File: config.mk
export PLATFORM = sky130hd
export DESIGN_NAME = axis_frame_fifo
export DESIGN_NICKNAME = d
export VERILOG_FILES = /design/src/rtl/axis_pkg.sv /design/src/rtl/axis_fifo_ram.sv /design/src/rtl/axis_frame_fifo.sv
export SDC_FILE = /design/constraint.sdc
export NUM_CORES = 1
export LEC_CHECK = 0
export CAP_MARGIN = 20
export CELL_PAD_IN_SITES_DETAIL_PLACEMENT = 0
export CELL_PAD_IN_SITES_GLOBAL_PLACEMENT = 1
export CORE_UTILIZATION = 60
export DETAILED_ROUTE_END_ITERATION = 16
export PLACE_DENSITY = 0.87
export RECOVER_POWER = 25
export SLEW_MARGIN = 20
export SYNTH_ARGS = -nofsm -noshare
export SYNTH_HDL_FRONTEND = slang
export SYNTH_SLANG_ARGS = --single-unit
File: constraint.sdc
create_clock -name clk -period 4 [get_ports clk]
set_input_delay 0.4 -clock clk [delete_from_list [all_inputs] [get_ports clk]]
set_output_delay 0.4 -clock clk [all_outputs]
set_load 0.02 [all_outputs]
File: src/rtl/axis_pkg.sv
// +--------------------------------------------------------------------------+
// | axis_pkg : state encodings shared by the AXI-Stream frame FIFO            |
// | Revision : 1.0                                                            |
// +--------------------------------------------------------------------------+
`default_nettype none

package axis_pkg;

  localparam logic [0:0] ST_WRITE_ENC = 1'b0;
  localparam logic [0:0] ST_DROP_ENC  = 1'b1;

  typedef enum logic [0:0] {
    ST_WRITE = ST_WRITE_ENC,
    ST_DROP  = ST_DROP_ENC
  } wr_state_e;

endpackage

`default_nettype wire

File: src/rtl/axis_fifo_ram.sv
// +--------------------------------------------------------------------------+
// | axis_fifo_ram : simple dual-port storage, registered read, tlast on MSB   |
// | Revision : 1.0                                                            |
// +--------------------------------------------------------------------------+
`default_nettype none

module axis_fifo_ram #(
  parameter int DATA_WIDTH = 8,
  parameter int ADDR_WIDTH = 6
) (
  input  logic                  clk,
  input  logic                  wr_en,
  input  logic [ADDR_WIDTH-1:0] wr_addr,
  input  logic [DATA_WIDTH:0]   wr_data,
  input  logic                  rd_en,
  input  logic [ADDR_WIDTH-1:0] rd_addr,
  output logic [DATA_WIDTH:0]   rd_data
);

  logic [DATA_WIDTH:0] mem [2**ADDR_WIDTH];
  logic [DATA_WIDTH:0] rd_data_q;

  always_ff @(posedge clk) begin
    if (wr_en) begin
      mem[wr_addr] <= wr_data;
    end
    if (rd_en) begin
      rd_data_q <= mem[rd_addr];
    end
  end

  assign rd_data = rd_data_q;

endmodule

`default_nettype wire

File: src/rtl/axis_frame_fifo.sv
// +--------------------------------------------------------------------------+
// | axis_frame_fifo : store-and-forward AXI-Stream frame FIFO with drop logic |
// | Revision : 1.0                                                            |
// +--------------------------------------------------------------------------+
`default_nettype none

module axis_frame_fifo
  import axis_pkg::*;
#(
  parameter int   DATA_WIDTH           = 8,
  parameter int   ADDR_WIDTH           = 6,
  parameter logic USER_BAD_FRAME_VALUE = 1'b1
) (
  input  logic                  clk,
  input  logic                  rst,
  input  logic [DATA_WIDTH-1:0] input_axis_tdata,
  input  logic                  input_axis_tvalid,
  output logic                  input_axis_tready,
  input  logic                  input_axis_tlast,
  input  logic                  input_axis_tuser,
  output logic [DATA_WIDTH-1:0] output_axis_tdata,
  output logic                  output_axis_tvalid,
  input  logic                  output_axis_tready,
  output logic                  output_axis_tlast,
  output logic                  overflow,
  output logic                  bad_frame,
  output logic                  good_frame
);

  localparam logic [ADDR_WIDTH:0] PTR_ONE = {{ADDR_WIDTH{1'b0}}, 1'b1};

  wr_state_e             state_q, state_d;
  logic [ADDR_WIDTH:0]   wr_ptr_cur_q, wr_ptr_cur_d;
  logic [ADDR_WIDTH:0]   wr_ptr_q, wr_ptr_d;
  logic [ADDR_WIDTH:0]   rd_ptr_q, rd_ptr_d;
  logic                  overflow_q, overflow_d;
  logic                  bad_frame_q, bad_frame_d;
  logic                  good_frame_q, good_frame_d;
  logic                  mem_valid_q, mem_valid_d;
  logic                  out_valid_q, out_valid_d;
  logic [DATA_WIDTH-1:0] out_data_q, out_data_d;
  logic                  out_last_q, out_last_d;

  logic                  full, empty, beat_in, out_load;
  logic                  ram_wr_en, ram_rd_en;
  logic [DATA_WIDTH:0]   ram_rd_data;

  // Ingress is never throttled; only reset withholds ready.
  assign input_axis_tready = rst;
  assign beat_in           = input_axis_tvalid & rst;

  assign full  = (wr_ptr_cur_q == {~rd_ptr_q[ADDR_WIDTH], rd_ptr_q[ADDR_WIDTH-1:0]});
  assign empty = (wr_ptr_q == rd_ptr_q);

  always_comb begin
    state_d      = state_q;
    wr_ptr_cur_d = wr_ptr_cur_q;
    wr_ptr_d     = wr_ptr_q;
    overflow_d   = 1'b0;
    bad_frame_d  = 1'b0;
    good_frame_d = 1'b0;
    ram_wr_en    = 1'b0;
    case (state_q)
      ST_WRITE: begin
        if (beat_in) begin
          if (!full) begin
            ram_wr_en    = 1'b1;
            wr_ptr_cur_d = wr_ptr_cur_q + PTR_ONE;
            if (input_axis_tlast) begin
              if (input_axis_tuser == USER_BAD_FRAME_VALUE) begin
                wr_ptr_cur_d = wr_ptr_q;
                bad_frame_d  = 1'b1;
              end else begin
                wr_ptr_d     = wr_ptr_cur_q + PTR_ONE;
                good_frame_d = 1'b1;
              end
            end
          end else begin
            // Out of room: rewind the partial frame and swallow its remainder.
            wr_ptr_cur_d = wr_ptr_q;
            overflow_d   = 1'b1;
            if (!input_axis_tlast) begin
              state_d = ST_DROP;
            end
          end
        end
      end
      ST_DROP: begin
        if (beat_in && input_axis_tlast) begin
          state_d = ST_WRITE;
        end
      end
      default: state_d = ST_WRITE;
    endcase
  end

  // Two-stage read pipe: RAM output register feeds the egress register.
  always_comb begin
    out_load    = !out_valid_q || output_axis_tready;
    ram_rd_en   = !empty && (out_load || !mem_valid_q);
    rd_ptr_d    = ram_rd_en ? (rd_ptr_q + PTR_ONE) : rd_ptr_q;
    mem_valid_d = mem_valid_q;
    if (ram_rd_en) begin
      mem_valid_d = 1'b1;
    end else if (out_load) begin
      mem_valid_d = 1'b0;
    end
    out_valid_d = out_load ? mem_valid_q : out_valid_q;
    out_data_d  = out_data_q;
    out_last_d  = out_last_q;
    if (out_load && mem_valid_q) begin
      out_data_d = ram_rd_data[DATA_WIDTH-1:0];
      out_last_d = ram_rd_data[DATA_WIDTH];
    end
  end

  always_ff @(posedge clk or negedge rst) begin
    if (!rst) begin
      state_q      <= ST_WRITE;
      wr_ptr_cur_q <= '0;
      wr_ptr_q     <= '0;
      rd_ptr_q     <= '0;
      overflow_q   <= 1'b0;
      bad_frame_q  <= 1'b0;
      good_frame_q <= 1'b0;
      mem_valid_q  <= 1'b0;
      out_valid_q  <= 1'b0;
      out_data_q   <= '0;
      out_last_q   <= 1'b0;
    end else begin
      state_q      <= state_d;
      wr_ptr_cur_q <= wr_ptr_cur_d;
      wr_ptr_q     <= wr_ptr_d;
      rd_ptr_q     <= rd_ptr_d;
      overflow_q   <= overflow_d;
      bad_frame_q  <= bad_frame_d;
      good_frame_q <= good_frame_d;
      mem_valid_q  <= mem_valid_d;
      out_valid_q  <= out_valid_d;
      out_data_q   <= out_data_d;
      out_last_q   <= out_last_d;
    end
  end

  axis_fifo_ram #(
    .DATA_WIDTH (DATA_WIDTH),
    .ADDR_WIDTH (ADDR_WIDTH)
  ) u_ram (
    .clk     (clk),
    .wr_en   (ram_wr_en),
    .wr_addr (wr_ptr_cur_q[ADDR_WIDTH-1:0]),
    .wr_data ({input_axis_tlast, input_axis_tdata}),
    .rd_en   (ram_rd_en),
    .rd_addr (rd_ptr_q[ADDR_WIDTH-1:0]),
    .rd_data (ram_rd_data)
  );

  assign output_axis_tdata  = out_data_q;
  assign output_axis_tvalid = out_valid_q;
  assign output_axis_tlast  = out_last_q;
  assign overflow           = overflow_q;
  assign bad_frame          = bad_frame_q;
  assign good_frame         = good_frame_q;

endmodule

`default_nettype wire

Word-level counts from Yosys, hierarchy flattened
Memory sizes are Yosys's and may differ from the RTL's. A register that Yosys moved wholly into a read port is not among the register bits.
Index checks and enable logic that the tools add are counted.

storage, ports and cells
  flip-flop bits (word level) = 36
  bits in writable memories = 576
  input port bits = 14
  output and inout port bits = 14
  logic and storage cells = 59
  memories kept = 1

memory list
  memory     words  width  read ports  clocked after Yosys merged registers in  wr ports  RTL line             RTL
  u_ram.mem  64     9      1           1                                        1         axis_fifo_ram.sv:20  logic [DATA_WIDTH:0] mem [2**ADDR_WIDTH];

cells by class
  add/sub/neg operators = 2
  equality and inequality tests = 2
  muxes and demuxes = 28
  bitwise operators = 4
  reductions and logical operators = 11

operators with widths
  kind                                         number
  two-way mux 1 bit                            24
  two-way mux 7 bit                            3
  adder 7 x 1 -> 7 bit, second input constant  2
  == test 7 bit                                2
  AND reduction 4 bit                          1
  logical AND 1 bit                            3
  logical NOT 1 bit                            3
  NOT 1 bit                                    3
  logical OR 1 bit                             2
  one-hot mux 1 bit (2 select lines)           1
  AND reduction 2 bit                          1
  nonzero test 2 bit                           1
  AND 1 bit                                    1

Longest topological paths before layout
Gate-level depths: netlist of the first run.

  depth in word-level cells = 7
  gate-level depth with buffers = 11
  depth with buffers taken out = 6

By module
From an unflattened synthesis of the first run, not the netlist that was laid out.

unflattened totals
  cells, all modules = 1178
  area total of the unflattened synthesis = 24473.5 µm²

by module, submodules not included
  module           times used  cells an instance  area an instance (µm²)  sequential area each (µm²)
  axis_fifo_ram    1           1020               22684.3                 17566.8
  axis_frame_fifo  1           158                1789.2                  900.9

Worst setup path before layout of the first run
Ideal clock, no wire load.

  path type = input port to flip-flop
  start = input input_axis_tvalid
  end = memory u_ram.mem[59][0] (netlist bit) (enable)
  library setup time = 0.374 ns
  arrival time = 2.154 ns
  data required time = 3.626 ns
  slack = 1.472 ns
  stages on the path = 7
  path buffers = 2
  cell sequence = nand2_1 > or2_1 > clkbuf_1 > a41o_1 > or4b_1 > clkbuf_1 > nor2_1

between the ends
  word-level cells in the longest chain between the ends = 5

ends and longest elaborated chain
  item                                     RTL line               RTL
  start: declaration                       axis_frame_fifo.sv:17  input logic input_axis_tvalid,
  AND 1 bit                                axis_frame_fifo.sv:50  assign beat_in = input_axis_tvalid & rst;
  two-way mux 1 bit                        axis_frame_fifo.sv:65  if (beat_in) begin
  two-way mux 1 bit                        axis_frame_fifo.sv:63  case (state_q)
  two-way mux 1 bit                        axis_fifo_ram.sv:24    if (wr_en) begin
  two-way mux 1 bit (implied by the code)  axis_fifo_ram.sv:25    mem[wr_addr] <= wr_data;
  end: declaration                         axis_fifo_ram.sv:20

Every way passes these cells.

Worst setup path after layout of the first run
  start = register rd_ptr_q[0]
  end = register u_ram.rd_data_q[3], in the netlist u_ram.rd_data[3], read port of u_ram.mem (data pin)

between the ends
  word-level cells in the longest chain between the ends = 3

ends and longest elaborated chain
  item                      RTL line                RTL
  start: declaration        axis_frame_fifo.sv:35   logic [ADDR_WIDTH:0] rd_ptr_q, rd_ptr_d;
  start signal: assignment  axis_frame_fifo.sv:134  rd_ptr_q <= rd_ptr_d;
  == test 7 bit             axis_frame_fifo.sv:53   assign empty = (wr_ptr_q == rd_ptr_q);
  logical NOT 1 bit         axis_frame_fifo.sv:100  ram_rd_en = !empty && (out_load || !mem_valid_q);
  logical AND 1 bit         axis_frame_fifo.sv:100
  end: declaration          axis_fifo_ram.sv:21     logic [DATA_WIDTH:0] rd_data_q;

Several ways; a longest one is shown, not always the timed one.
A chain may end at the register's enable or synchronous reset.

==> results of run 1 <==
-- registers in the layout, summed over array words and instances, names as in the netlist --
signal / flops
bad_frame: 1
good_frame: 1
mem_valid_q: 1
output_axis_tdata: 8
output_axis_tlast: 1
output_axis_tvalid: 1
overflow: 1
rd_ptr_q: 7
state_q: 1
u_ram.mem: 576
u_ram.rd_data: 9
wr_ptr_cur_q: 7
wr_ptr_q: 7
-- per-stage QoR --
stage          hold slack, ps  setup WS, ps
2_1_floorplan           104.4          1472
3_3_place_gp            458.9         763.3
3_5_place_dp            468.9         719.8
4_1_cts                 189.9         797.2
5_1_grt                 355.2         690.9
6_report                338.0         774.8
-- cell usage after synthesis, drive strengths merged (6+ instances only) --
library cell  number  area [um2]
dfrtp             36       900.9
nor2              85       319.1
o21ai             28       140.1
a21oi             17       88.84
o22ai              7       43.79
clkbuf            20       80.07
nand2             25       93.84
edfxtp           585       17570
a221oi            15       131.4
mux2              18       202.7
nand3             22       110.1
buf               49       346.6
and3               6       37.54
mux4             138        3157
xnor2             18       157.7
inv                7       26.28
xor2               7       61.31
mux2i             55       550.5
-- final timing paths --
check                                                start                             to  slack (ps)  depth (start not counted)
max in group asynchronous                              rst        rd_ptr_q[1]$_DFFE_PN0P_        3220                          3
worst max-delay path               rd_ptr_q[0]$_DFFE_PN0P_     u_ram.rd_data[3]$_DFFE_PP_         770                          6
worst min-delay path                      input_axis_tlast     u_ram.mem[31][8]$_DFFE_PP_         340                          1
worst min register to register  u_ram.rd_data[8]$_DFFE_PP_  output_axis_tlast$_DFFE_PN0P_         480                          1
min in group asynchronous                              rst             overflow$_DFF_PN0_         410                          3
worst max register to register     rd_ptr_q[0]$_DFFE_PN0P_     u_ram.rd_data[3]$_DFFE_PP_         770                          6
-- cell type report --
cell class	instances	area share (%)
tap	525	2.402
timing repair buffer	101	2.941
sequential	621	67.57
clock buffer	71	5.563
multi-input combinational	503	20.37
inverter	7	0.09607
clock inverter	34	1.061
-- power by group --
part	switching [mW]	leakage (nW)	total (mW)	internal, mW
clock network	2.31	0.886	5.32	3.01
registers	0.388	5.69	7.85	7.46
logic	2.78	2.32	4.99	2.21
-- worst max-delay path, delay by kind of cell (launching register included) --
family,cells,cell delay [ps]
AND/OR/NAND/NOR,1,250
flip-flops,1,650
multiplexers,1,280
AO/OA/AOI/OAI,3,1190
buffers and inverters,1,570
-- layer usage --
layer,vias to the layer above,global-route usage [%],share of wire [%]
met3,132,5.214,10
met1,6452,41.87,39
li1,5103,-,-
met5,-,0,0
met4,0,8.795,3.2
met2,851,44.59,48
-- cells by family after synthesis --
kind of cell | after synthesis | synth area share [%]
AO/OA/AOI/OAI | 94 | 2.575
XOR/XNOR | 25 | 0.8940
adder cells (fa/ha/maj) | 2 | 0.1022
buffers and inverters | 76 | 1.849
flip-flops | 621 | 75.40
multiplexers | 211 | 15.96
AND/OR/NAND/NOR | 171 | 3.213
==> out/results.txt, run 1 <==
The run gives 621 as the number of sinks on the clock net. 28 I/O pins were placed. Number of antenna violations at the first check in global routing: 1.

TritonCTS built the clock tree. The die width came out at 204.0 um. Clock tree synthesis selected as its root buffer the cell sky130_fd_sc_hd__clkbuf_16. STA classifies the critical path endpoint as a register. Counting along the longest clock path gives a buffer depth of 3. The finished layout holds 1862 standard cells, fillers aside.

At the end of the flow the core is filled with cells to 68.37%. The tool flagged a number of max-cap violations equal to 5. The final critical path takes up 80.63% of the cycle. TritonCTS created 59 clock buffers. Once the clock tree was built, the setup fixing pass inserted 0 buffers. The standard cell area after detailed placement is 25540 um2, and the power density of the placed cells is 663.9 nW/um2.

The number of hold buffers added after cts came out at 1. The number of antenna diodes in the final layout is 0. For the remaining number of nets flagged by the antenna check after routing, the log shows 0. The slowest stage of the critical path belongs to the cell sky130_fd_sc_hd__a2111oi_1. The actual transition at the worst max-transition pin is 2522 ps, and the number of distinct library cells after synthesis is 55. The final route contains 12540 vias. Final number of setup-violating endpoints: 0. For this run, design rule violations remaining after detail routing come to 0. For the global-route wire length before repair, the log shows 84840 um.

The static leakage is 8.902 nW. The flow ran to the end, but the final reports show violations. Clock input transition at the sequential cells of the worst setup and hold paths: 60 ps. For the residual overflow from global routing, the log shows 0. For the number of hold violations in the final report, the log shows 0. Post-synthesis to final-layout area growth: 11.67%.

The required time at the worst-slack endpoint was 4340 ps; the final count of pins violating max slew was 213. The first TritonRoute pass finished after 5 iterations. The count of state elements after synthesis was 621; the setup skew after layout was 16.60 ps. STA classifies the critical path startpoint as a register. The finished cells cover 27350 um2.

Setup repair after global routing left no endpoint under its margin. After detailed routing, the number of vias per cell comes to 6.734. After floorplanning, the core was sized to cover 40010 um2. The library cell used most frequently in the layout, excluding fill and tap cells, is sky130_fd_sc_hd__edfxtp_1.

The critical-path maximum fanout was 32. In this run the worst hold path is classified as in -> reg. Leaving out fill and tap cells, the most frequent cells in the layout are sky130_fd_sc_hd__edfxtp_1, sky130_fd_sc_hd__mux4_2, sky130_fd_sc_hd__nor2_1, sky130_fd_sc_hd__buf_4, sky130_fd_sc_hd__clkbuf_16.

The quantity of I/O buffers inserted on ports came out at 27. The worst-case headroom to the max-slew limit is -68.12%, and the arrival time reported for the critical path endpoint is 3570 ps. After legalization and detailed placement, the total HPWL measured 34250 um.

For the area occupied by registers, the log shows 18480 um2. The total length of routed wires is 57430 um. The final reports fail on capacitance limit, slew limit. The clock tree synthesis step divided the H-tree into 2 levels.

Dividing the detail-routed wire length by the instance count gives 30.84 um. The clock reaches the later pin of the worst-skew pair after 600 ps. Walking the worst path, the cells encountered are buf_4 -> mux2i_1 -> o22ai_1 -> a2111oi_1 -> a221oi_1 -> and3_1. The weighted congestion at the end of routability-driven global placement came out at 0.8904.

The cell area after synthesis was 24490 um2; the critical path's largest stage delay was 690 ps. The flip-flop cell with the highest count after synthesis is sky130_fd_sc_hd__edfxtp_1. The die outline area is 41630 um2. The tools report the number of placement rows as 73.

The area taken by multi-input logic gates was 5572 um2. IR analysis of the VDD net gives a maximum drop of 448.9 uV. Counting flops with an async set or reset pin after synthesis yields a share of 5.797%. The via count of the first global-routing pass came out at 12480. Number of fill cells in the layout: 2389.

After synthesis, flip-flops and latches occupy 75.40% of the total area. Setup total negative slack on the finished layout was measured at 0 ps. Of the cells placed in the final design, the portion with a size suffix greater than 1 is 22.89%. Placed instance count: 1756. The number of synthesized flops with an enable pin came out at 585.

The number of design-rule violations left by the first detailed-router iteration was 1610; the mean instance size in the synthesized netlist was 20.41 um2. Final period demand of the worst path: 3225 ps. The critical path is of the reg -> reg type. The number of nets in the synthesized netlist was 1216. Entering global routing, the biggest net connects 72 pins.

Across every metal layer, demand over resource in global routing totals 28.60%. Synthesis produced 1200 cells. The die is 204.0 um tall. Overall power after layout: 18.16 mW. The post-cts gate resize count was 0.

Derived from the worst setup path, the maximum achievable clock frequency is 0.3101 GHz. The net count of the finished layout is 1309. For the initial cell density of the core, the log shows 61.22%. The Yosys step of the flow raised 0 warnings.
(Power assumes the default switching activity.)
==> inputs of run 2 (changes only) <==
CORE_UTILIZATION = 50   (was 60)
PLACE_DENSITY = 0.77   (was 0.87)
clock period = 2.7 ns   (was 4 ns; I/O delays follow)
==> run 2 against run 1 <==
Effect of this change:
- the flow still finishes with violations (capacitance limit, slew limit)
- clock skew shrank 3.0 ps
- sequential cell count did not move
- combinational power increased by 67%
- sequential share of layout area is 2.3 points lower
- first-iteration DRC count fell by 8.6%
- non-clock buffer count is 102 higher
- routed wire length fell by 1.4%
- utilization shrank 9.4 points
- critical path depth increased by 2
- fmax grew 22%
- setup slack lost 720 ps
- die area is 20% higher
- critical path type unchanged
==> out/results.txt, run 2 (same netlist as run 1, synthesis figures left out) <==
The remaining design rule violation count is 0 (unchanged), and the number of antenna violations at the first check in global routing is 1 (unchanged). The arrival time reported for the critical path endpoint was 3010 ps (-560 ps); the weighted congestion at the end of routability-driven global placement was 0.8662 (-2.7%). The worst IR drop on VDD was 504.7 uV (+12%). The post-synthesis to final-layout area growth is 15.61%, and the residual overflow from global routing is 0 (unchanged). The number of optimization iterations in the first detailed-route pass came out at 5 (unchanged). The worst register-to-register path begins at rd_ptr_q[0]$_DFFE_PN0P_. The signal on the critical path passes through buf_4 -> buf_12 -> buf_4 -> mux4_2 -> mux2i_1 -> a221oi_1 -> buf_4 -> and3_1. The worst setup path is captured at a register. H-tree level count: 2 (unchanged).

The final count of pins violating max slew is 138 (-35%). The remaining number of nets flagged by the antenna check after routing was 0 (unchanged). The via count of the first global-routing pass was 12540 (+0.50%); the clock latency at the later pin of the worst-skew pair was 620 ps (+20 ps). The height of the die is 223.3 um (+9.5%), and the number of placement rows is 80 (+9.6%).

For the number of hold violations in the final report, the log shows 0 (unchanged). CTS placed an instance of sky130_fd_sc_hd__clkbuf_16 at the clock tree root. Leaving out fill and tap cells, the most frequent cell in the layout is sky130_fd_sc_hd__edfxtp_1.

The run gives 0 (unchanged) as the final number of setup-violating endpoints. The final reports fail on capacitance limit, slew limit. The total CTS buffers was 59 (unchanged); the final HPWL from detailed placement was 36930 um (+7.8%).

By startpoint and endpoint, the worst setup path is classified as reg -> reg. The tools report the kind of start point of the critical path as a register. The core area is 48050 um2 (+20%). In the layout the commonest cells are sky130_fd_sc_hd__edfxtp_1, sky130_fd_sc_hd__buf_4, sky130_fd_sc_hd__mux4_2, sky130_fd_sc_hd__nor2_1, sky130_fd_sc_hd__clkbuf_16. The buffering stage count on the worst path with inverters included came out at 4 (+3). For the final instance area, the log shows 28320 um2 (+3.5%). The aggregate global-route resource usage is 23.38% (-5.2 points).

The tools report the launch instance of the worst min-delay path as input_axis_tlast. The tools report the number of I/O pins as 28 (unchanged). The fmax is 0.3778 GHz (+22%). The placement-stage worst setup slack was -194.7 ps (-914.6 ps); the standard cell area after detailed placement was 26480 um2 (+3.7%). TritonCTS built the clock tree. The logs give 9.418 nW (+5.8%) for the static leakage and 27.59 mW (+52%) for the overall power after layout. For the number of cells in the finished layout apart from fillers, the log shows 2057 (+10%). The run gives 83610 um (-1.4%) as the global-route wire length before repair. The worst min-delay path class is in -> reg. The tools report the initial cell density of the core as 50.98% (-10 points). The quantity of I/O buffers inserted on ports was 27 (unchanged); the placed instance count was 1945 (+11%). Total number of vias: 12580 (+0.30%).

Among all stages on the critical path, the largest delay is contributed by sky130_fd_sc_hd__mux4_2. Setup slack after layout: 53.28 ps (-721.5 ps). Power density of the placed cells: 974.2 nW/um2 (+47%). The max-capacitance violation count was 4 (-1); the setup skew after layout was 13.55 ps (-3.042 ps). The run gives 1411 (+7.8%) as the number of nets at the end of the flow. The maximum count of clock buffers along a single path is 3 (unchanged), and the final antenna diode count is 0 (unchanged). The critical path's largest stage delay is 500 ps (-190 ps), and the critical-path maximum fanout is 19 (-41%). The flow ran to the end, but the final reports show violations. Setup repair after global routing left no endpoint under its margin. The number of fill cells in the layout is 3452 (+44%), and the number of design-rule violations left by the first detailed-router iteration is 1471 (-8.6%). The die outline area is 49870 um2 (+20%). Via count normalized by instance count: 6.114 (-9.2%). The maximum number of pins on one net before global-route repair is 65 (-9.7%), and the final period demand of the worst path is 2647 ps (-578.5 ps). The tools report the launching element of the worst setup path as rd_ptr_q[0]$_DFFE_PN0P_. The share of cells above drive strength 1 was 28.29% (+5.4 points). The flip-flop count of the largest register after layout came out at 576 (unchanged). Final core utilization: 58.93% (-9.4 points). The share of the clock period used by the worst path after layout was 98.03% (+17 points). The routed length per instance came out at 27.53 um (-11%). The clock input transition at the sequential cells of the worst setup and hold paths came out at 60 ps (about the same).

For the number of sinks on the clock net, the log shows 621 (unchanged). Die width: 223.3 um (+9.5%). The kind of cell with the highest combined delay on the critical path was multiplexers. For the total length of routed wires, the log shows 56620 um (-1.4%). The top register by number of flip-flops was u_ram.mem. The required time at the worst-slack endpoint was 3060 ps (-1280 ps); the actual transition at the worst max-transition pin was 2171 ps (-350.4 ps). The critical path's most frequent cell is sky130_fd_sc_hd__buf_4.

For the worst-case headroom to the max-slew limit, the log shows -44.76% (+23 points).
==> run 2: cell count changes in the layout (fill, tap and decap cells not counted), sizes merged <==
cell / before / now
buf: 74 / 170
inv: 8 / 10
clkinv: 26 / 24
clkbuf: 80 / 90
bufinv: 5 / 4
==> run 2: report_power, final <==
group | leakage, nW | switching, mW | internal, mW
Sequential | 5.69 | 0.416 | 11.1
Clock | 0.880 | 3.41 | 4.40
Combinational | 2.85 | 4.35 | 3.96
Total | 9.42 | 8.18 | 19.4
==> run 2: layer usage <==
| layer | GRT usage [%] | vias to the layer above | wire length, um |
|---|---|---|---|
| met5 | 0 | - | 11 |
| li1 | - | 5313 | - |
| met2 | 36.16 | 541 | 26780 |
| met4 | 7.755 | 2 | 1673 |
| met3 | 3.372 | 101 | 4419 |
| met1 | 34.59 | 6619 | 23740 |
==> run 2: repair_timing <==
item / CTS / global route
gates resized for setup: 0 / 5
cloned: 0 / 0
buffers inserted: 3 / 0
hold buffers: 1 / 0
endpoints found under the setup margin: 1 / 6
endpoints found under the hold margin: 36 / 0
==> run 2: through the flow <==
stage	hold slack [ps]	setup TNS, ps
CTS	23.36	0
global route	112.3	0
detailed placement	388.4	-194.7
global placement	376.8	-344.5
floorplan	-25.59	0
finish	94.03	0
==> run 2: area by class of cell <==
type,count,area [um2],share of cell area (%)
clock buffers,75,1536,5.426
clock inverters,33,272.8,0.9633
inverters,7,26.28,0.09279
multi-input cells,503,5603,19.79
flip-flops and latches,621,18480,65.26
well taps,615,769.5,2.718
repair buffers,203,1628,5.749
==> run 2: path summary, 6_finish.rpt <==
| check | endpoint | slack (ps) | cells after the start |
|---|---|---|---|
| setup / recovery | u_ram.rd_data[5]$_DFFE_PP_ | 50 | 8 |
| hold reg to reg | output_axis_tdata[6]$_DFFE_PN0P_ | 490 | 1 |
| hold / removal | bad_frame$_DFF_PN0_ | 90 | 3 |
| min in group asynchronous | wr_ptr_q[0]$_DFFE_PN0P_ | 290 | 3 |
| setup reg to reg | u_ram.rd_data[5]$_DFFE_PP_ | 50 | 8 |
| max in group asynchronous | rd_ptr_q[0]$_DFFE_PN0P_ | 2010 | 3 |
==> run 2: worst register-to-register path, cell delays in order (launching register included) <==
cell and delay [ps]:
sky130_fd_sc_hd__dfrtp_4 450, sky130_fd_sc_hd__buf_4 170, sky130_fd_sc_hd__buf_12 200, sky130_fd_sc_hd__buf_4 220
sky130_fd_sc_hd__mux4_2 500, sky130_fd_sc_hd__mux2i_1 400, sky130_fd_sc_hd__a221oi_1 140, sky130_fd_sc_hd__buf_4 170
sky130_fd_sc_hd__and3_1 140
